`src/rtl/uart_host_s_if.sv`:
```
// IO-bus bundle between uart_host_s (master) and a uart_s register window (slave).
// bus_in is the peripheral read data, valid combinationally while rd is high.
interface uart_host_s_if #(
    parameter int ADDR_W = 16
) ();
    logic [ADDR_W-1:0] addr;
    logic              wr;
    logic              rd;
    logic [7:0]        bus_out;
    logic [7:0]        bus_in;

    modport master (
        output addr,
        output wr,
        output rd,
        output bus_out,
        input  bus_in
    );

    modport slave (
        input  addr,
        input  wr,
        input  rd,
        input  bus_out,
        output bus_in
    );
endinterface

```
`src/rtl/uart_host_s.sv`:
```
// Bus initiator that configures a uart_s USART once, then streams a TX FIFO into its DATA register.
// Optional receive path (status-polled reads of DATA) is enabled with `define UART_HOST_RX_EN.
module uart_host_s #(
    parameter int          USART_ADDRESS     = 0,
    parameter int          BUS_ADDR_DATA_LEN = 16,
    parameter int          FIFO_AW           = 4,
    parameter logic [11:0] BAUD_VALUE        = 12'd103,
    parameter logic [7:0]  CTRLC_VALUE       = 8'h03
) (
    input  logic                 clk,
    input  logic                 rst,
    uart_host_s_if.master        bus,
    input  logic [7:0]           tx_data,
    input  logic                 tx_valid,
    output logic                 tx_ready,
    output logic [7:0]           rx_data,
    output logic                 rx_valid,
    output logic                 rx_err,
    output logic                 init_done
);

    localparam int AW    = BUS_ADDR_DATA_LEN;
    localparam int CW    = FIFO_AW + 1;
    localparam int DEPTH = 1 << FIFO_AW;

    // uart_s register offsets and bit positions
    localparam logic [3:0] OFF_DATA   = 4'd0;
    localparam logic [3:0] OFF_STATUS = 4'd1;
    localparam logic [3:0] OFF_CTRLB  = 4'd4;
    localparam logic [3:0] OFF_CTRLC  = 4'd5;
    localparam logic [3:0] OFF_BAUDA  = 4'd6;
    localparam logic [3:0] OFF_BAUDB  = 4'd7;
    localparam int RXCIF_BIT  = 7;
    localparam int DREIF_BIT  = 5;
    localparam int FERR_BIT   = 4;
    localparam int BUFOVF_BIT = 3;
    localparam int PERR_BIT   = 2;
    localparam logic [7:0] TXEN_MASK = 8'h08;
    localparam logic [7:0] RXEN_MASK = 8'h10;

`ifdef UART_HOST_RX_EN
    localparam logic RX_EN = 1'b1;
`else
    localparam logic RX_EN = 1'b0;
`endif

    localparam logic [7:0]    CTRLB_VALUE = RX_EN ? (TXEN_MASK | RXEN_MASK) : TXEN_MASK;
    localparam logic [CW-1:0] CNT_FULL    = CW'(DEPTH);
    localparam logic [CW-1:0] CNT_ONE     = CW'(1);
    localparam logic [CW-1:0] CNT_ZERO    = CW'(0);
    localparam logic [FIFO_AW-1:0] PTR_ONE  = FIFO_AW'(1);
    localparam logic [FIFO_AW-1:0] PTR_ZERO = FIFO_AW'(0);
    localparam logic [AW-1:0]      ADDR_ZERO = AW'(0);

    // st_q holds only the STATUS flags the sequencer acts on: {RXCIF, DREIF, FERR, BUFOVF, PERR}
    localparam int ST_RXC = 4;
    localparam int ST_DRE = 3;
    localparam int ST_FE  = 2;
    localparam int ST_BOV = 1;
    localparam int ST_PE  = 0;

    typedef enum logic [3:0] {
        S_INIT0  = 4'd0,
        S_INIT1  = 4'd1,
        S_INIT2  = 4'd2,
        S_INIT3  = 4'd3,
        S_IDLE   = 4'd4,
        S_POLL   = 4'd5,
        S_DECIDE = 4'd6,
        S_WRDATA = 4'd7,
        S_RDDATA = 4'd8
    } state_t;

    function automatic logic [AW-1:0] reg_addr(input logic [3:0] off);
        return AW'(USART_ADDRESS) + AW'(off);
    endfunction

    state_t              state_q;
    logic [AW-1:0]       addr_q;
    logic                wr_q;
    logic                rd_q;
    logic [7:0]          bus_out_q;
    logic [4:0]          st_q;
    logic [7:0]          rx_data_q;
    logic                rx_valid_q;
    logic                rx_err_q;
    logic                init_done_q;

    logic [FIFO_AW-1:0]  wptr_q;
    logic [FIFO_AW-1:0]  rptr_q;
    logic [CW-1:0]       count_q;
    logic [CW-1:0]       count_d;
    logic [7:0]          mem_q [DEPTH];

    logic                fifo_full_s;
    logic                fifo_empty_s;
    logic                push_s;
    logic                pop_s;

    assign fifo_full_s  = (count_q == CNT_FULL);
    assign fifo_empty_s = (count_q == CNT_ZERO);
    assign tx_ready     = init_done_q & ~fifo_full_s;
    assign push_s       = tx_valid & tx_ready;
    // The head byte is already on bus_out during WRDATA, so the pop lands on the edge that ends it.
    assign pop_s        = (state_q == S_WRDATA);

    // Occupancy next-state
    always_comb begin
        count_d = count_q;
        if (push_s && !pop_s) begin
            count_d = count_q + CNT_ONE;
        end else if (pop_s && !push_s) begin
            count_d = count_q - CNT_ONE;
        end else begin
            count_d = count_q;
        end
    end

    // FIFO pointers and occupancy
    always_ff @(posedge clk or posedge rst) begin
        if (rst) begin
            wptr_q  <= PTR_ZERO;
            rptr_q  <= PTR_ZERO;
            count_q <= CNT_ZERO;
        end else begin
            if (push_s) begin
                wptr_q <= wptr_q + PTR_ONE;
            end
            if (pop_s) begin
                rptr_q <= rptr_q + PTR_ONE;
            end
            count_q <= count_d;
        end
    end

    // FIFO storage
    always_ff @(posedge clk) begin
        if (push_s) begin
            mem_q[wptr_q] <= tx_data;
        end
    end

    // Bus sequencer: outputs are registered on the edge entering the state that shows them
    always_ff @(posedge clk or posedge rst) begin
        if (rst) begin
            state_q     <= S_INIT0;
            addr_q      <= ADDR_ZERO;
            wr_q        <= 1'b0;
            rd_q        <= 1'b0;
            bus_out_q   <= 8'h00;
            st_q        <= 5'b00000;
            rx_data_q   <= 8'h00;
            rx_valid_q  <= 1'b0;
            rx_err_q    <= 1'b0;
            init_done_q <= 1'b0;
        end else begin
            addr_q     <= ADDR_ZERO;
            wr_q       <= 1'b0;
            rd_q       <= 1'b0;
            bus_out_q  <= 8'h00;
            rx_valid_q <= 1'b0;
            case (state_q)
                S_INIT0: begin
                    wr_q      <= 1'b1;
                    addr_q    <= reg_addr(OFF_BAUDB);
                    bus_out_q <= {4'h0, BAUD_VALUE[11:8]};
                    state_q   <= S_INIT1;
                end
                S_INIT1: begin
                    wr_q      <= 1'b1;
                    addr_q    <= reg_addr(OFF_BAUDA);
                    bus_out_q <= BAUD_VALUE[7:0];
                    state_q   <= S_INIT2;
                end
                S_INIT2: begin
                    wr_q      <= 1'b1;
                    addr_q    <= reg_addr(OFF_CTRLC);
                    bus_out_q <= CTRLC_VALUE;
                    state_q   <= S_INIT3;
                end
                S_INIT3: begin
                    wr_q      <= 1'b1;
                    addr_q    <= reg_addr(OFF_CTRLB);
                    bus_out_q <= CTRLB_VALUE;
                    state_q   <= S_IDLE;
                end
                S_IDLE: begin
                    init_done_q <= 1'b1;
                    if (RX_EN || !fifo_empty_s) begin
                        rd_q    <= 1'b1;
                        addr_q  <= reg_addr(OFF_STATUS);
                        state_q <= S_POLL;
                    end else begin
                        state_q <= S_IDLE;
                    end
                end
                S_POLL: begin
                    st_q    <= {bus.bus_in[RXCIF_BIT], bus.bus_in[DREIF_BIT], bus.bus_in[FERR_BIT],
                                bus.bus_in[BUFOVF_BIT], bus.bus_in[PERR_BIT]};
                    state_q <= S_DECIDE;
                end
                S_DECIDE: begin
                    // Receive is served first so a pending character cannot be overrun.
                    if (RX_EN && st_q[ST_RXC]) begin
                        rd_q    <= 1'b1;
                        addr_q  <= reg_addr(OFF_DATA);
                        state_q <= S_RDDATA;
                    end else if (st_q[ST_DRE] && !fifo_empty_s) begin
                        wr_q      <= 1'b1;
                        addr_q    <= reg_addr(OFF_DATA);
                        bus_out_q <= mem_q[rptr_q];
                        state_q   <= S_WRDATA;
                    end else begin
                        state_q <= S_IDLE;
                    end
                end
                S_WRDATA: begin
                    state_q <= S_IDLE;
                end
                S_RDDATA: begin
                    rx_data_q  <= bus.bus_in;
                    rx_err_q   <= st_q[ST_FE] | st_q[ST_PE] | st_q[ST_BOV];
                    rx_valid_q <= 1'b1;
                    state_q    <= S_IDLE;
                end
                default: begin
                    state_q <= S_INIT0;
                end
            endcase
        end
    end

    assign bus.addr    = addr_q;
    assign bus.wr      = wr_q;
    assign bus.rd      = rd_q;
    assign bus.bus_out = bus_out_q;
    assign init_done   = init_done_q;
    assign rx_data     = RX_EN ? rx_data_q : 8'h00;
    assign rx_valid    = RX_EN ? rx_valid_q : 1'b0;
    assign rx_err      = RX_EN ? rx_err_q : 1'b0;

endmodule

```
`src/flat_wrapper.sv`:
```
// flat-port wrapper written by rule: the top's interface ports become plain ports
module uart_host_s_flat 
#(
    parameter int          USART_ADDRESS     = 0,
    parameter int          BUS_ADDR_DATA_LEN = 16,
    parameter int          FIFO_AW           = 4,
    parameter logic [11:0] BAUD_VALUE        = 12'd103,
    parameter logic [7:0]  CTRLC_VALUE       = 8'h03
)
  (clk, rst, tx_data, tx_valid, tx_ready, rx_data, rx_valid, rx_err, init_done, bus_addr, bus_wr, bus_rd, bus_bus_out, bus_bus_in);
  uart_host_s_if #(.ADDR_W(16)) bus_i ();
  input  logic clk;
  input  logic rst;
  input  logic [7:0] tx_data;
  input  logic tx_valid;
  output logic tx_ready;
  output logic [7:0] rx_data;
  output logic rx_valid;
  output logic rx_err;
  output logic init_done;
  output wire logic [$bits(bus_i.addr)-1:0] bus_addr;
  output wire logic [$bits(bus_i.wr)-1:0] bus_wr;
  output wire logic [$bits(bus_i.rd)-1:0] bus_rd;
  output wire logic [$bits(bus_i.bus_out)-1:0] bus_bus_out;
  input wire logic [$bits(bus_i.bus_in)-1:0] bus_bus_in;
  assign bus_addr = bus_i.addr;
  assign bus_wr = bus_i.wr;
  assign bus_rd = bus_i.rd;
  assign bus_bus_out = bus_i.bus_out;
  assign bus_i.bus_in = bus_bus_in;
  uart_host_s #(.USART_ADDRESS(USART_ADDRESS), .BUS_ADDR_DATA_LEN(BUS_ADDR_DATA_LEN), .FIFO_AW(FIFO_AW), .BAUD_VALUE(BAUD_VALUE), .CTRLC_VALUE(CTRLC_VALUE)) u_core (.clk(clk), .rst(rst), .bus(bus_i), .tx_data(tx_data), .tx_valid(tx_valid), .tx_ready(tx_ready), .rx_data(rx_data), .rx_valid(rx_valid), .rx_err(rx_err), .init_done(init_done));
endmodule
```
`config.mk`:
```
export PLATFORM = sky130hd
export DESIGN_NAME = uart_host_s_flat
export DESIGN_NICKNAME = d
export VERILOG_FILES = /design/src/rtl/uart_host_s_if.sv /design/src/rtl/uart_host_s.sv /design/src/flat_wrapper.sv
export SDC_FILE = /design/constraint.sdc
export NUM_CORES = 1
export LEC_CHECK = 0
export BUFFER_PORTS_ARGS = -buffer_cell sky130_fd_sc_hd__buf_2
export CAP_MARGIN = 20
export CELL_PAD_IN_SITES_DETAIL_PLACEMENT = 2
export CELL_PAD_IN_SITES_GLOBAL_PLACEMENT = 2
export CORE_MARGIN = 1
export CORE_UTILIZATION = 35
export CTS_CLUSTER_SIZE = 40
export DETAILED_ROUTE_END_ITERATION = 16
export PLACE_DENSITY = 0.79
export SETUP_SLACK_MARGIN = 0.3
export SYNTH_ARGS = -nofsm -noshare
export SYNTH_HDL_FRONTEND = slang
export SYNTH_SLANG_ARGS = --single-unit
export TNS_END_PERCENT = 1
```
`constraint.sdc`:
```
create_clock -name clk -period 2.5 [get_ports clk]
set_input_delay 0.5 -clock clk [delete_from_list [all_inputs] [get_ports clk]]
set_output_delay 0.5 -clock clk [all_outputs]
set_load 0.02 [all_outputs]
```
## Yosys cells after proc, flatten, opt, wreduce, memory -nomap -nowiden

Memories as Yosys holds them, arrays and structs flattened.
Cells that the tools add are included.

- Bits of input ports: 19
- Output and inout port bits: 38
- Register bits: 48
- Word-level logic and storage cells: 53
- RAM bits: 128
- Memories kept: 1

Memories:

| memory | words | bits a word | rd ports | clocked after memory_dff | write ports | RTL line | source |
|---|---|---|---|---|---|---|---|
| u_core.mem_q | 16 | 8 | 1 | 0 | 1 | uart_host_s.sv:93 | `logic [7:0] mem_q [DEPTH];` |

- Muxes and demuxes: 15
- Add/subtract/negate cells: 4
- Bitwise operators: 3
- Equality and inequality tests: 9
- Reductions and logical operators: 11

Operator list:

| cell | count |
|---|---|
| 16-bit one-hot mux with 5 select lines | 1 |
| 8-bit one-hot mux with 4 select lines | 1 |
| 4-bit one-hot mux with 7 select lines | 1 |
| 4-bit by 3-bit equality test with 1-bit output, second input constant | 4 |
| 5-bit 2-to-1 mux | 2 |
| 4-bit by 1-bit adder with 4-bit output, second input constant | 2 |
| 4-bit by 2-bit equality test with 1-bit output, second input constant | 2 |
| 8-bit 2-to-1 mux | 1 |
| 1-bit 2-to-1 mux | 7 |
| 5-bit by 1-bit adder with 5-bit output, second input constant | 1 |
| 5-bit equality test, second input constant | 1 |
| 5-bit logical NOT | 1 |
| 5-bit by 1-bit subtractor with 5-bit output, second input constant | 1 |
| 4-bit by 1-bit equality test with 1-bit output, second input constant | 1 |
| 4-bit equality test, second input constant | 1 |
| 4-bit logical NOT | 1 |
| 4-bit OR reduction | 1 |
| 1-bit logical AND | 3 |
| 1-bit logical NOT | 3 |
| 3-bit OR reduction | 1 |
| 1-bit AND | 2 |
| 2-bit 2-to-1 mux | 1 |
| 1-bit one-hot mux with 2 select lines | 1 |
| 2-bit nonzero test | 1 |
| 1-bit NOT | 1 |

## Logic depth before layout (Yosys ltp)

- Depth after elaboration: 8
- Depth in mapped cells: 10

## Worst setup path after synthesis

Ideal clock, no wire load.

- Path type: reg2reg
- Start point: reg u_core.count_q[0]
- End point: reg u_core.count_q[4]
- Period minus slack after synthesis: 2.694 ns
- Setup time: 0.080 ns
- Path buffers: 1
- Arrival time: 2.614 ns
- Slack: -0.194 ns
- Stages on the path, launching flop included: 11
- Cells stage by stage: dfrtp_1 or4_4 o211a_1 buf_6 ha_1 inv_1 ha_1 a21o_1 a21oi_1 mux2i_1 xnor2_1

- Longest elaborated chain between the ends: 7
- Elaborated cells between the ends (all ways): 12
- Classes of those cells: add/sub (2); eq/ne (1); mux (2); bitwise (3); reduce/logical (4)

Ends and longest elaborated chain:

| item | RTL line | source |
|---|---|---|
| start, declared | uart_host_s.sv:91 | `logic [CW-1:0] count_q;` |
| start signal, assigned | uart_host_s.sv:132 | `count_q <= count_d;` |
| 5-bit equality test * | uart_host_s.sv:100 | `assign fifo_full_s = (count_q == CNT_FULL);` |
| 1-bit NOT * | uart_host_s.sv:102 | `assign tx_ready = init_done_q & ~fifo_full_s;` |
| 1-bit AND * | uart_host_s.sv:102 |  |
| 1-bit AND * | uart_host_s.sv:103 | `assign push_s = tx_valid & tx_ready;` |
| net u_core.push_s | uart_host_s.sv:97 | `logic push_s;` |
| 1-bit logical NOT | uart_host_s.sv:112 | `end else if (pop_s && !push_s) begin` |
| 1-bit logical AND | uart_host_s.sv:112 |  |
| 2-bit nonzero test (no source line) | - |  |

Mark *: on every way through the listed nets, which the timed path passes. The rest lies on a longest branch. The select of a mux whose other input is x is not followed.
A chain may end at the register's enable or synchronous reset.

## Final worst setup path

- Start point: reg u_core.count_q[2]
- End point: reg u_core.count_q[4]

- Longest elaborated chain between the ends: 7
- Elaborated cells between the ends (all ways): 12
- Classes of those cells: add/sub (2); eq/ne (1); mux (2); bitwise (3); reduce/logical (4)

Ends and longest elaborated chain:

| item |
|---|
| branches (longest 7 deep; another with 5-bit by 1-bit subtractor with 5-bit output) |

Parallel ways; which one is timed is not known. The select of a mux whose other input is x is not followed.

==> metrics.cfg <==
[global_route]
grt_antenna_before_repair=0
grt_max_degree=36
grt_pass1_vias=3675
grt_pass1_wl_um=22900
track_usage_pct=16.9
globalRouteOverflowTotal=0

[synth]
netlist_area_mm2=0.00649
ys_ff_latch=159
yosysTopAreaCellShare_pct=59.2
ys_top_cells_by_area=edfxtp_1 (59%), dfrtp_1 (12%), mux4_2 (11%), buf_4 (3.0%), mux2i_1 (2.3%)
synth_area_per_cell_um2=18.3
async_reset_ff_share_pct=19.5
yosys.area.top_type=edfxtp_1
synth_edf_count=128
synth_cells=355
synth-seq-area-share_pct=71.1
ys.warnings.count=0
synthDistinctLibCells=40
synthFlopType=edfxtp_1

[clock_tree]
root_buffer=clkbuf_16
htree_levels=4
cts_buffer_depth=2
clkSlewWorstSetupHoldPaths_ns=0.06
cts_hold_buffers=0
cts_made_buffers=17
insertion_delay_ns=0.43
cts_tree=built
cts.sinks=159

[drt]
wl_per_cell_um=23.1
wirelength_um=14900
vias=3232
antenna_left=0
viasPerCell=5.00
drc=13
drt-pass1-iter-count=10
drt_iter0_markers=149

[placement]
hpwl_um=9820
io_buffers=26
gp_congestion=0.742

[final_layout]
antenna_cells=0
fill_cells=1704
drive_gt1_share_pct=30.5
finalNetCount=433
multi_input_area_mm2=0.00170
area_delta_synth_final_pct=16.6
final_common_cell=edfxtp_1
register_area_mm2=0.00462
final_cell_mix=edfxtp_1 (128), mux4_2 (32), dfrtp_1 (30)

[sta]
fin_hold_ws_ns=0.102
max_slew_margin_pct=35.5
fin_tns_setup_ns=0
fmax_mhz=416
rsz0062_at_grt=true
setup_viol=0
period_minus_slack_ns=2.40
slew_viol_final=0
skew_ns=0.00908
min_period_over_period_pct=96.1
finalHoldViolations=0
worst_pin_slew_ns=0.964

[floorplanning]
dieArea_mm2=0.0191
core_mm2=0.0181
row_count=49
die_h_um=138
initial_utilization_pct=35.9
dieWidth_um=138
io-pin-count=57

[outcome]
status=finished with violations
failed_checks=DRC

[power_and_ir_drop]
leakage_nw=2.75
vdd_drop_max_uv=492
pwr_density_cell_mw_per_mm2=1170

[hold_path]
min_path_type=in -> async

[worst_setup_path]
critPathRequiredTime_ns=2.84
rr_worst_depth=9
arrival_ns=2.75
worstPathMaxFanout=4
worstSetupEndpointType=flop
startpoint_type=flop
timing_worst_setup_path_type=reg -> reg

[flow_run]
max_cap_violations=0

## layout make-up
type,instances,share of cell area (%)
clock buffers,19,5.85
clock inverters,13,2.13
inverters,7,0.413
multi-input cells,170,22.5
flip-flops and latches,159,61.0
well taps,229,3.78
repair buffers,49,4.33
## kinds of logic (layout without fill, tap and decap cells)
kind of cell,after synthesis,count (layout),synth area share [%]
buf+inv,48,88,4.57
mux,50,50,13.9
flops,159,159,71.1
fa+ha+maj,10,10,2.04
xor+xnor,10,10,1.35
compound gates,23,23,2.68
other cells,1,23,0.0577
simple gates,54,54,4.26
## critical path, stage by stage (launching register included)
cell	delay [ns]
dfrtp_1	0.38
or4_4	0.55
o211a_4	0.26
ha_4	0.18
inv_6	0.07
ha_4	0.20
a21o_1	0.16
a21oi_2	0.15
mux2i_1	0.23
xnor2_1	0.14
## Yosys cell counts (2+ instances only)
library cell and instances:
a211oi_1 4, buf_2 8, nor2b_1 4, a21oi_1 3, nand3_1 2, nor2_1 17
o21a_1 2, nor3_1 4, o221ai_1 6, or2_1 2, o21ai_0 4, nand2_1 13
mux4_2 32, buf_1 2, a21o_1 2, inv_1 7, ha_1 9, clkbuf_1 3
mux2_2 3, dfrtp_1 31, mux2i_1 15, xor2_1 2, nand2b_1 4, buf_4 26
edfxtp_1 128, xnor2_1 8
## registers in the layout, summed over array words and instances, names as in the netlist
register,flops
u_core.st_q,1
u_core.bus.rd,1
u_core.state_q,3
u_core.count_q,5
u_core.bus.bus_out,8
u_core.wptr_q,4
u_core.init_done,1
u_core.bus.wr,1
u_core.mem_q,128
u_core.rptr_q,4
u_core.bus.addr,3
## power by group
part / internal [W] / leakage [nW] / total, W / switching [W]
registers: 0.00328 / 1.54 / 0.00356 / 0.000278
logic: 0.00124 / 0.916 / 0.00269 / 0.00145
clock network: 0.00160 / 0.297 / 0.00264 / 0.00104
## what timing repair did
action | CTS | global route
endpoints found under the setup margin | 92 | 93
setup buffers | 4 | 1
pin swaps | 4 | 1
resized for setup | 2 | 1
## routing by layer
layer	track usage (%)	share of wire, %	wire (um)
met2	30.3	53	7980
met4	7.45	2.3	347
met3	3.53	2.8	423
met1	19.6	41	6200
met5	0	0	0
## final timing paths
check,to,slack (ns),startpoint
worst max-delay path,u_core.count_q[4]$_DFFE_PP0P_,0.1,u_core.count_q[2]$_DFFE_PP0P_
worst min-delay path,u_core.bus.bus_out[5]$_DFF_PP0_,0.10,rst
max in group asynchronous,u_core.rptr_q[1]$_DFFE_PP0N_,1.83,rst
worst max register to register,u_core.count_q[4]$_DFFE_PP0P_,0.1,u_core.count_q[2]$_DFFE_PP0P_
min in group clk,u_core.st_q[3]$_DFFE_PP0P_,0.32,bus_bus_in[5]
worst min register to register,u_core.st_q[3]$_DFFE_PP0P_,0.51,u_core.st_q[3]$_DFFE_PP0P_
## through the flow
stage               area (um^2)  instances  setup WS, ns  util [%]  total power (W)
floorplan                  6610        377        0.0424         -          0.00539
global placement           6920        609         0.108      38.2          0.00601
detailed placement         6920        609        0.0117      38.2          0.00624
CTS                        7560        645        0.0775      41.8          0.00898
global route               7570        646        0.0107      41.9          0.00929
finish                     7570        646        0.0976      41.9          0.00888
Power figures use the tool's default switching activity.
